**src/rtl/alu_pkg.sv**
```systemverilog
// Shared ALU definitions: control codes decoded by the control path and the
// execute-stage state encoding.
package alu_pkg;

  localparam int unsigned ALU_CTRL_W = 3;

  typedef enum logic [ALU_CTRL_W-1:0] {
    ALU_ADD = 3'b000,
    ALU_SUB = 3'b001,
    ALU_AND = 3'b010,
    ALU_OR  = 3'b011,
    ALU_MUL = 3'b100,
    ALU_SLT = 3'b101
  } alu_ctrl_e;

  typedef enum logic {
    IDLE = 1'b0,
    MUL  = 1'b1
  } alu_state_e;

endpackage

```
**src/rtl/alu_exec_unit_mul_iter.sv**
```systemverilog
// Iterative shift-add multiplier, one multiplier bit per cycle, product mod 2^XLEN.
// done_o/product_o are combinational so the caller can capture the product on the final iteration edge.
module alu_mul_iter #(
  parameter int unsigned XLEN = 32
) (
  input  logic            clk,
  input  logic            rst,
  input  logic            start_i,
  input  logic [XLEN-1:0] a_i,
  input  logic [XLEN-1:0] b_i,
  output logic            busy_o,
  output logic            done_o,
  output logic [XLEN-1:0] product_o
);

  localparam int unsigned CW = (XLEN > 1) ? $clog2(XLEN) : 1;

  logic            busy_q;
  logic [CW-1:0]   cnt_q;
  logic [XLEN-1:0] acc_q;
  logic [XLEN-1:0] acc_d;
  logic [XLEN-1:0] mcand_q;
  logic [XLEN-1:0] mplier_q;

  always_comb begin
    acc_d = acc_q + (mplier_q[0] ? mcand_q : '0);
  end

  assign busy_o    = busy_q;
  assign done_o    = busy_q && (cnt_q == CW'(XLEN - 1));
  assign product_o = acc_d;

  always_ff @(posedge clk) begin
    if (rst) begin
      busy_q   <= 1'b0;
      cnt_q    <= '0;
      acc_q    <= '0;
      mcand_q  <= '0;
      mplier_q <= '0;
    end else if (start_i) begin
      busy_q   <= 1'b1;
      cnt_q    <= '0;
      acc_q    <= '0;
      mcand_q  <= a_i;
      mplier_q <= b_i;
    end else if (busy_q) begin
      acc_q    <= acc_d;
      mcand_q  <= mcand_q << 1;
      mplier_q <= mplier_q >> 1;
      cnt_q    <= cnt_q + CW'(1);
      if (done_o) begin
        busy_q <= 1'b0;
        cnt_q  <= '0;
      end
    end
  end

endmodule

```
**src/rtl/alu_exec_unit.sv**
```systemverilog
// Registered execute-stage ALU with valid/ready handshakes on input and output.
// Optional iterative multiply (code 100) is enabled by defining ALU_EXEC_MUL_EN.
module alu_exec_unit
  import alu_pkg::*;
#(
  parameter int unsigned XLEN = 32
) (
  input  logic                  clk,
  input  logic                  rst,
  input  logic                  in_valid,
  output logic                  in_ready,
  input  logic [ALU_CTRL_W-1:0] alu_control,
  input  logic [XLEN-1:0]       src_a,
  input  logic [XLEN-1:0]       src_b,
  output logic                  out_valid,
  input  logic                  out_ready,
  output logic [XLEN-1:0]       result,
  output logic                  zero,
  output logic                  illegal
);

  alu_state_e      state_q;
  logic            out_valid_q;
  logic [XLEN-1:0] result_q;
  logic            zero_q;
  logic            illegal_q;

  logic [XLEN-1:0] result_d;
  logic            zero_d;
  logic            illegal_d;
  logic            is_mul_d;
  logic            accept;

  assign in_ready  = (state_q == IDLE) && (!out_valid_q || out_ready);
  assign accept    = in_valid && in_ready;
  assign out_valid = out_valid_q;
  assign result    = result_q;
  assign zero      = zero_q;
  assign illegal   = illegal_q;

  always_comb begin
    result_d  = '0;
    illegal_d = 1'b0;
    is_mul_d  = 1'b0;
    case (alu_ctrl_e'(alu_control))
      ALU_ADD: result_d = src_a + src_b;
      ALU_SUB: result_d = src_a - src_b;
      ALU_AND: result_d = src_a & src_b;
      ALU_OR:  result_d = src_a | src_b;
      ALU_SLT: result_d = {{(XLEN-1){1'b0}}, ($signed(src_a) < $signed(src_b))};
`ifdef ALU_EXEC_MUL_EN
      ALU_MUL: is_mul_d = 1'b1;
`endif
      default: illegal_d = 1'b1;
    endcase
    zero_d = (result_d == '0);
  end

`ifdef ALU_EXEC_MUL_EN
  logic            mul_busy;
  logic            mul_done;
  logic [XLEN-1:0] mul_product;

  alu_mul_iter #(.XLEN(XLEN)) u_mul (
    .clk       (clk),
    .rst       (rst),
    .start_i   (accept && is_mul_d),
    .a_i       (src_a),
    .b_i       (src_b),
    .busy_o    (mul_busy),
    .done_o    (mul_done),
    .product_o (mul_product)
  );
`endif

  always_ff @(posedge clk) begin
    if (rst) begin
      state_q     <= IDLE;
      out_valid_q <= 1'b0;
      result_q    <= '0;
      zero_q      <= 1'b0;
      illegal_q   <= 1'b0;
    end else begin
      case (state_q)
`ifdef ALU_EXEC_MUL_EN
        // Product is captured on the edge that performs the last iteration.
        MUL: begin
          if (mul_done) begin
            state_q     <= IDLE;
            out_valid_q <= 1'b1;
            result_q    <= mul_product;
            zero_q      <= (mul_product == '0);
            illegal_q   <= 1'b0;
          end
        end
`endif
        default: begin
          if (accept && is_mul_d) begin
            state_q     <= MUL;
            out_valid_q <= 1'b0;
          end else if (accept) begin
            out_valid_q <= 1'b1;
            result_q    <= result_d;
            zero_q      <= zero_d;
            illegal_q   <= illegal_d;
          end else if (out_ready) begin
            out_valid_q <= 1'b0;
          end
        end
      endcase
    end
  end

endmodule

```
**config.mk**
```make
export PLATFORM = sky130hd
export DESIGN_NAME = alu_exec_unit
export DESIGN_NICKNAME = d
export VERILOG_FILES = /design/src/rtl/alu_pkg.sv /design/src/rtl/alu_exec_unit_mul_iter.sv /design/src/rtl/alu_exec_unit.sv
export SDC_FILE = /design/constraint.sdc
export NUM_CORES = 1
export LEC_CHECK = 0
export BUFFER_PORTS_ARGS = -buffer_cell sky130_fd_sc_hd__buf_4
export CORE_MARGIN = 1
export CORE_UTILIZATION = 37
export CTS_CLUSTER_DIAMETER = 60
export DETAILED_ROUTE_END_ITERATION = 8
export SETUP_SLACK_MARGIN = 0.1
export SLEW_MARGIN = 20
export SYNTH_ARGS = -nofsm -noshare
export SYNTH_HDL_FRONTEND = slang
export SYNTH_SLANG_ARGS = --single-unit
```
**constraint.sdc**
```tcl
create_clock -name clk -period 6.6 [get_ports clk]
set_input_delay 0.33 -clock clk [delete_from_list [all_inputs] [get_ports clk]]
set_output_delay 0.33 -clock clk [all_outputs]
set_load 0.005 [all_outputs]
```
==> impl_metrics.sql, run 1 <==
INSERT INTO impl_metrics (metric_group, metric, value, unit) VALUES
('drt', 'detail_route.iter0.violations', '886', ''),
('worst_setup_path', 'worstSetupEndpointType', 'flop', ''),
('clock_network', 'clk_pin_slew', '0.05', 'ns'),
('logic_synthesis', 'post_synth_instance_area', '6596', 'µm²'),
('logic_synthesis', 'synth_top_cells_by_area', 'sky130_fd_sc_hd__ha_1 20%, sky130_fd_sc_hd__dfxtp_1 11%, sky130_fd_sc_hd__a21oi_1 7.5%', ''),
('worst_hold_path', 'worstHoldStart', 'in_valid', ''),
('flow_run', 'max_cap_viols', '0', ''),
('die', 'core_region_area', '17360', 'µm²'),
('logic_synthesis', 'warning_count_from_the_yosys_run', '0', ''),
('final_layout', 'layout-area-overhead-vs-synth', '15.35', '%'),
('final_layout', 'finish.net_count', '1188', ''),
('timing', 'timing_max_transition_violations_final', '0', ''),
('final_layout', 'fraction_of_final_layout_cells_with_drive_strength_greater_than_1', '0.1409', ''),
('power', 'power.density_cell_area', '137.6', 'nW/µm²'),
('timing', 'hold_slack', '0.3156', 'ns'),
('timing', 'max_clock_freq', '0.2618', 'GHz'),
('drt', 'route.detailed.drc', '0', ''),
('worst_setup_path', 'worstSetupStartpoint', 'src_a[5]', ''),
('timing', 'clock-skew-final', '0.002791', 'ns'),
('global_routing', 'grt_pass1_vias', '6625', ''),
('clock_network', 'cts_setup_buffers', '0', ''),
('clock_network', 'postCtsResizedCells', '0', ''),
('clock_network', 'cts_max_level', '2', ''),
('timing', 'slew_headroom', '0.3132', ''),
('timing', 'timing.final.ws_setup', '2.780', 'ns'),
('logic_synthesis', 'synth_edf_count', '0', ''),
('die', 'floorplan.die.width', '135.5', 'µm'),
('global_routing', 'grt_max_degree', '88', ''),
('logic_synthesis', 'synth_flop_cell', 'sky130_fd_sc_hd__dfxtp_1', ''),
('drt', 'dr.pass1.iters', '5', ''),
('placement', 'place_congestion', '0.9444', ''),
('drt', 'route.vias.total', '7302', ''),
('final_layout', 'final_cells', '1233', ''),
('logic_synthesis', 'ys_seq_elements', '35', ''),
('drt', 'ant_nets', '0', ''),
('drt', 'routedWlPerCell', '19.09', 'µm'),
('timing', 'post_route_fraction_of_the_period_consumed_by_the_critical_path', '0.5788', ''),
('final_layout', 'insertedDiodeCount', '0', ''),
('clock_network', 'ctsHoldBuffers', '0', ''),
('worst_setup_path', 'worst_ep_required_time', '6.78', 'ns'),
('timing', 'setup-tns-final', '0', 'ns'),
('power', 'power.ir.vdd_worst', '140.8', 'µV'),
('worst_setup_path', 'arrival', '4.00', 'ns'),
('logic_synthesis', 'async_reset_ff_frac', '0', ''),
('timing', 'setup_viol_count_final', '0', ''),
('placement', 'preCtsSetupSlack', '2.581', 'ns'),
('logic_synthesis', 'synth_top_area_share', '0.2030', ''),
('clock_network', 'clock-root-buffer', 'sky130_fd_sc_hd__clkbuf_16', ''),
('timing', 'final_period_minus_worst_setup_slack', '3.820', 'ns'),
('timing', 'timing_hold_violations_final', '0', ''),
('global_routing', 'antenna_found_initial', '0', ''),
('clock_network', 'numCtsBuffers', '5', ''),
('die', 'design.portCount', '107', ''),
('logic_synthesis', 'postSynthAreaPerCell', '6.951', 'µm²'),
('worst_hold_path', 'timing.hold.worst.class', 'in2reg', ''),
('die', 'die_height', '135.5', 'µm'),
('placement', 'dp_cells', '1226', ''),
('drt', 'drt-vias-per-instance', '5.922', ''),
('outcome', 'status', 'finished, final reports clean', ''),
('die', 'floorplan.initialDensity', '0.3800', ''),
('clock_network', 'clock-sinks', '35', ''),
('clock_network', 'skew_pair_late_insertion_delay', '0.27', 'ns'),
('clock_network', 'tritoncts', 'done', ''),
('logic_synthesis', 'synth.net_count', '1129', ''),
('worst_setup_path', 'path_max_fanout', '11', ''),
('die', 'area_of_the_die', '18370', 'µm²'),
('drt', 'detail_route.wirelength', '23530', 'µm'),
('timing', 'unrepaired_setup_endpoints_after_global_routing', 'no', ''),
('timing', 'slew_at_the_pin_closest_to_its_max_slew_limit', '1.028', 'ns'),
('logic_synthesis', 'synthesis.instances', '949', ''),
('worst_setup_path', 'setup.worst_path.start_class', 'input port', '');
==> metal layers <==
layer,up-vias,routed length (µm),share of wire,global-route usage
met2,391,9950,0.42,0.3872
li1,3510,-,-,-
met5,-,0,0,0
met1,3357,11090,0.47,0.3747
met3,44,1981,0.084,0.02918
met4,0,512,0.022,0.05930
==> registers in the layout, indices dropped and copies added, names as in the netlist <==
name       cells
out_valid      1
zero           1
illegal        1
result        32
==> Yosys cell counts, drive strengths merged, types with 4 or more instances <==
library cell  number
dfxtp             35
mux2i              7
nand2b            10
xnor2             19
nor2b             10
a21o              16
ha               107
a221oi             9
a31oi              8
o211ai            22
or3                5
and4               4
o21ai             46
o21bai             8
buf               22
o21a               5
o211a              5
a211oi            23
nor4              16
a21oi            102
nor2             109
a22oi              7
a2111oi            8
nor3              28
clkbuf            37
a21boi             5
inv              100
o22ai              6
xor2               4
and2               5
o31ai             11
nand2             61
nand4              9
nand3             27
==> per-stage QoR <==
stage	util	total power, W	cell area, µm²
final	0.4384	0.001047	7609
after global routing	0.4384	0.001111	7609
after CTS	0.4384	0.001037	7609
after detailed placement	0.4301	0.0008086	7465
after global placement	0.4301	0.0008106	7465
after floorplan	-	0.0006193	6596
==> critical path: stages <==
cell and delay, ns:
sky130_fd_sc_hd__buf_4 0.10, sky130_fd_sc_hd__inv_1 0.04, sky130_fd_sc_hd__ha_1 0.57, sky130_fd_sc_hd__o211a_1 0.22, sky130_fd_sc_hd__o31a_1 0.25, sky130_fd_sc_hd__o211ai_1 0.22
sky130_fd_sc_hd__a2111oi_1 0.55, sky130_fd_sc_hd__nor2_1 0.13, sky130_fd_sc_hd__or3_1 0.36, sky130_fd_sc_hd__a221oi_1 0.38, sky130_fd_sc_hd__xnor2_1 0.17, sky130_fd_sc_hd__o22ai_1 0.15
sky130_fd_sc_hd__nand4b_1 0.25, sky130_fd_sc_hd__o41ai_2 0.27
==> placed cells by master (no fill, tap or decap), types with 7 or more instances in the layout <==
cell type                  synthesis  routed
sky130_fd_sc_hd__a21o_1           16      16
sky130_fd_sc_hd__dfxtp_1          35      35
sky130_fd_sc_hd__a22oi_1           7       7
sky130_fd_sc_hd__o211ai_1         22      22
sky130_fd_sc_hd__a211oi_1         23      23
sky130_fd_sc_hd__nor4_1           14      14
sky130_fd_sc_hd__nand3_1          27      27
sky130_fd_sc_hd__xnor2_1          19      19
sky130_fd_sc_hd__a31oi_1           8       8
sky130_fd_sc_hd__nor2b_1          10      10
sky130_fd_sc_hd__o21bai_1          8       8
sky130_fd_sc_hd__a21oi_1          99      99
sky130_fd_sc_hd__ha_1            107     107
sky130_fd_sc_hd__o31ai_1          10      10
sky130_fd_sc_hd__mux2i_1           7       7
sky130_fd_sc_hd__nor3_1           27      27
sky130_fd_sc_hd__nand2b_1         10      10
sky130_fd_sc_hd__nor2_1          109     109
sky130_fd_sc_hd__nand2_1          61      61
sky130_fd_sc_hd__buf_4             2     111
sky130_fd_sc_hd__inv_1            97      97
sky130_fd_sc_hd__nand4_1           9       9
sky130_fd_sc_hd__a221oi_1          8       8
sky130_fd_sc_hd__o21ai_0          40      40
==> power by group <==
group | switching, W | leakage [nW] | total [W] | internal [W]
Sequential | 0.00000966 | 0.288 | 0.000236 | 0.000227
Clock | 0.0000808 | 0.0727 | 0.000228 | 0.000147
Combinational | 0.000363 | 3.15 | 0.000583 | 0.000220
==> cell type report <==
cell class | instances | area, µm²
clock buffer | 6 | 138.9
clock inverter | 1 | 5.005
fill | 1825 | 9748
inverter | 101 | 379.1
timing repair buffer | 111 | 833.3
sequential | 35 | 700.7
multi-input combinational | 754 | 5270
tap | 225 | 281.5
==> final timing paths <==
| path | depth (start not counted) | slack [ns] | endpoint |
|---|---|---|---|
| hold / removal | 3 | 0.32 | out_valid |
| hold reg to reg | 2 | 0.47 | result[0] |
| setup / recovery | 14 | 2.78 | zero |
| setup reg to reg | 11 | 3.87 | zero |
==> cell families after synthesis <==
| family | after synthesis | synth area share |
|---|---|---|
| AO/OA/AOI/OAI | 319 | 0.3333 |
| XOR/XNOR | 23 | 0.03054 |
| adder cells (fa/ha/maj) | 109 | 0.2090 |
| buffers and inverters | 160 | 0.09484 |
| flip-flops | 35 | 0.1062 |
| multiplexers | 8 | 0.01233 |
| AND/OR/NAND/NOR | 295 | 0.2138 |
Note: power is estimated with default switching activity, not from simulation.
==> inputs of run 2 (changes only) <==
==> constraint.sdc (replaced) <==
create_clock -name clk -period 3.98 [get_ports clk]
set_input_delay 0.199 -clock clk [delete_from_list [all_inputs] [get_ports clk]]
set_output_delay 0.199 -clock clk [all_outputs]
set_load 0.005 [all_outputs]
==> impl_metrics.sql, run 2 (synthesized netlist as in run 1, its figures left out) <==
INSERT INTO impl_metrics (metric_group, metric, value, unit) VALUES
('power', 'swShare', '0.4336', ''),
('timing', 'final_period_minus_worst_setup_slack', '3.499', 'ns'),
('clock_network', 'skew_pair_late_insertion_delay', '0.27', 'ns'),
('clock_network', 'ctsHoldBuffers', '0', ''),
('die', 'die_height', '135.5', 'µm'),
('drt', 'ant_nets', '0', ''),
('global_routing', 'grt_pass1_vias', '6615', ''),
('placement', 'hpwl', '19080', 'µm'),
('die', 'design.portCount', '107', ''),
('worst_setup_path', 'critical-path-slowest-cell', 'sky130_fd_sc_hd__or4_4', ''),
('flow_run', 'max_cap_viols', '0', ''),
('worst_hold_path', 'timing.hold.worst.class', 'in2reg', ''),
('clock_network', 'tritoncts', 'done', ''),
('final_layout', 'finish.net_count', '1205', ''),
('timing', 'timing_max_transition_violations_final', '0', ''),
('final_layout', 'max_ffs_per_register', '32', ''),
('die', 'floorplan.initialDensity', '0.3800', ''),
('drt', 'detail_route.wirelength', '23510', 'µm'),
('power', 'pwr-share-seq', '0.224', ''),
('worst_setup_path', 'arrival', '3.68', 'ns'),
('clock_network', 'numCtsBuffers', '5', ''),
('clock_network', 'cts_max_level', '2', ''),
('drt', 'dr.pass1.iters', '5', ''),
('worst_setup_path', 'worst_r2r_startpoint', 'out_valid', ''),
('drt', 'detail_route.iter0.violations', '702', ''),
('power', 'power.ir.vdd_worst', '236.2', 'µV'),
('power', 'combPwrFrac', '0.566', ''),
('drt', 'drt-vias-per-instance', '5.799', ''),
('final_layout', 'layout-area-overhead-vs-synth', '17.24', '%'),
('placement', 'io_buffer_count', '106', ''),
('worst_setup_path', 'worst_r2r_path_depth', '11', ''),
('die', 'floorplan.die.width', '135.5', 'µm'),
('worst_hold_path', 'min_delay_path_depth', '3', ''),
('global_routing', 'grt_max_degree', '64', ''),
('power', 'clkPwrFrac', '0.210', ''),
('clock_network', 'clock-root-buffer', 'sky130_fd_sc_hd__clkbuf_16', ''),
('final_layout', 'final_common_cell', 'sky130_fd_sc_hd__buf_4', ''),
('worst_setup_path', 'timing.critical_path.cells', 'buf_4 -> inv_1 -> ha_1 -> fa_1 -> o21ba_1 -> or4_4 -> nand2_1 -> a41oi_1 -> o21ai_1 -> xor2_1 -> o221ai_1 -> nor4_1 -> and4_1 -> nand4b_1 -> o41ai_2', ''),
('worst_setup_path', 'critical-path-top-delay-family', 'simple AND/OR/NAND/NOR gates', ''),
('clock_network', 'clk_pin_slew', '0.05', 'ns'),
('final_layout', 'final_cell_mix', '128 x sky130_fd_sc_hd__buf_4, 109 x sky130_fd_sc_hd__nor2_1, 107 x sky130_fd_sc_hd__ha_1', ''),
('die', 'core_region_area', '17360', 'µm²'),
('timing', 'timing_hold_violations_final', '0', ''),
('worst_hold_path', 'worstHoldStart', 'in_valid', ''),
('timing', 'slew_at_the_pin_closest_to_its_max_slew_limit', '1.058', 'ns'),
('worst_setup_path', 'cp.buffers_inverters', '2', ''),
('power', 'total_leakage_power', '3.587', 'nW'),
('drt', 'route.vias.total', '7254', ''),
('clock_network', 'postCtsResizedCells', '0', ''),
('global_routing', 'grt.total_usage', '0.2539', ''),
('worst_setup_path', 'worst_ep_required_time', '4.16', 'ns'),
('worst_setup_path', 'worstSetupEndpointType', 'flop', ''),
('clock_network', 'clock-sinks', '35', ''),
('timing', 'post_route_fraction_of_the_period_consumed_by_the_critical_path', '0.8792', ''),
('worst_setup_path', 'path_max_fanout', '3', ''),
('global_routing', 'global_route_wire_length_before_repair', '36530', 'µm'),
('timing', 'slew_headroom', '0.2926', ''),
('timing', 'clock-skew-final', '0.005005', 'ns'),
('timing', 'hold_slack', '0.1775', 'ns'),
('clock_network', 'cts_setup_buffers', '0', ''),
('placement', 'postPlaceCellArea', '7592', 'µm²'),
('placement', 'place_congestion', '0.9419', ''),
('power', 'intPower', '0.0009907', 'W'),
('worst_setup_path', 'path_class', 'in2reg', ''),
('power', 'p_switching', '0.0007586', 'W'),
('timing', 'max_clock_freq', '0.2858', 'GHz'),
('final_layout', 'insertedDiodeCount', '0', ''),
('die', 'row_count', '48', ''),
('timing', 'setup_viol_count_final', '0', ''),
('worst_setup_path', 'timing.critical_path.slowest_cell_delay', '0.46', 'ns'),
('drt', 'routedWlPerCell', '18.80', 'µm'),
('final_layout', 'fraction_of_final_layout_cells_with_drive_strength_greater_than_1', '0.1550', ''),
('outcome', 'status', 'finished, final reports clean', ''),
('worst_setup_path', 'worstSetupStartpoint', 'src_a[0]', ''),
('worst_setup_path', 'setup.worst_path.start_class', 'input port', ''),
('worst_setup_path', 'crit_cells', '15', ''),
('global_routing', 'antenna_found_initial', '1', ''),
('final_layout', 'finalInstanceArea', '7734', 'µm²'),
('timing', 'unrepaired_setup_endpoints_after_global_routing', 'no', ''),
('timing', 'setup-tns-final', '0', 'ns'),
('die', 'area_of_the_die', '18370', 'µm²'),
('clock_network', 'clk_path_buf_depth', '2', ''),
('global_routing', 'remaining_global_route_overflow', '0', ''),
('power', 'power.density_cell_area', '226.2', 'nW/µm²'),
('drt', 'route.detailed.drc', '0', '');
[run 2: final timing paths]
check	slack, ns	endpoint
max	0.48	zero
max reg2reg	1.29	zero
min reg2reg	0.46	result[0]
min	0.18	out_valid
[run 2: worst reg2reg max path: cells and delay by family (launching register included)]
kind	cells	cell delay, ns
simple gates	7	1.20
compound gates	3	0.77
buf+inv	1	0.32
flops	1	0.31
[run 2: layout make-up]
| class | count | area, µm² |
|---|---|---|
| Fill cell | 1847 | 9623 |
| Multi-Input combinational cell | 754 | 5270 |
| Timing Repair Buffer | 128 | 960.9 |
| Sequential cell | 35 | 700.7 |
| Inverter | 101 | 379.1 |
| Tap cell | 225 | 281.5 |
| Clock buffer | 6 | 128.9 |
| Clock inverter | 2 | 12.51 |
[run 2: metrics by stage]
stage          std cells  utilization  total power [W]  setup WS, ns
2_1_floorplan        949            -         0.001027        0.7549
3_3_place_gp        1243       0.4374         0.001371        0.2725
3_5_place_dp        1243       0.4374         0.001369        0.1906
4_1_cts             1251       0.4456         0.001738        0.4716
5_1_grt             1251       0.4456         0.001861        0.1581
6_report            1251       0.4456         0.001749        0.4806
[run 2: power groups by stage]
| stage | clock network, W | logic [W] | registers [W] |
|---|---|---|---|
| after floorplan | 0 | 0.000630 | 0.000397 |
| after global placement | 0 | 0.000972 | 0.000398 |
| after detailed placement | 0 | 0.000970 | 0.000399 |
| after CTS | 0.000371 | 0.000975 | 0.000391 |
| after global routing | 0.000389 | 0.00108 | 0.000394 |
| final | 0.000368 | 0.000990 | 0.000391 |
[run 2: layer usage]
layer,global-route usage,up-vias,wire length [µm],share of wire
met4,0.07054,0,529,0.022
met5,0,-,0,0
met1,0.3772,3346,11210,0.48
met3,0.03068,41,1967,0.084
met2,0.3786,322,9808,0.42
li1,-,3545,-,-
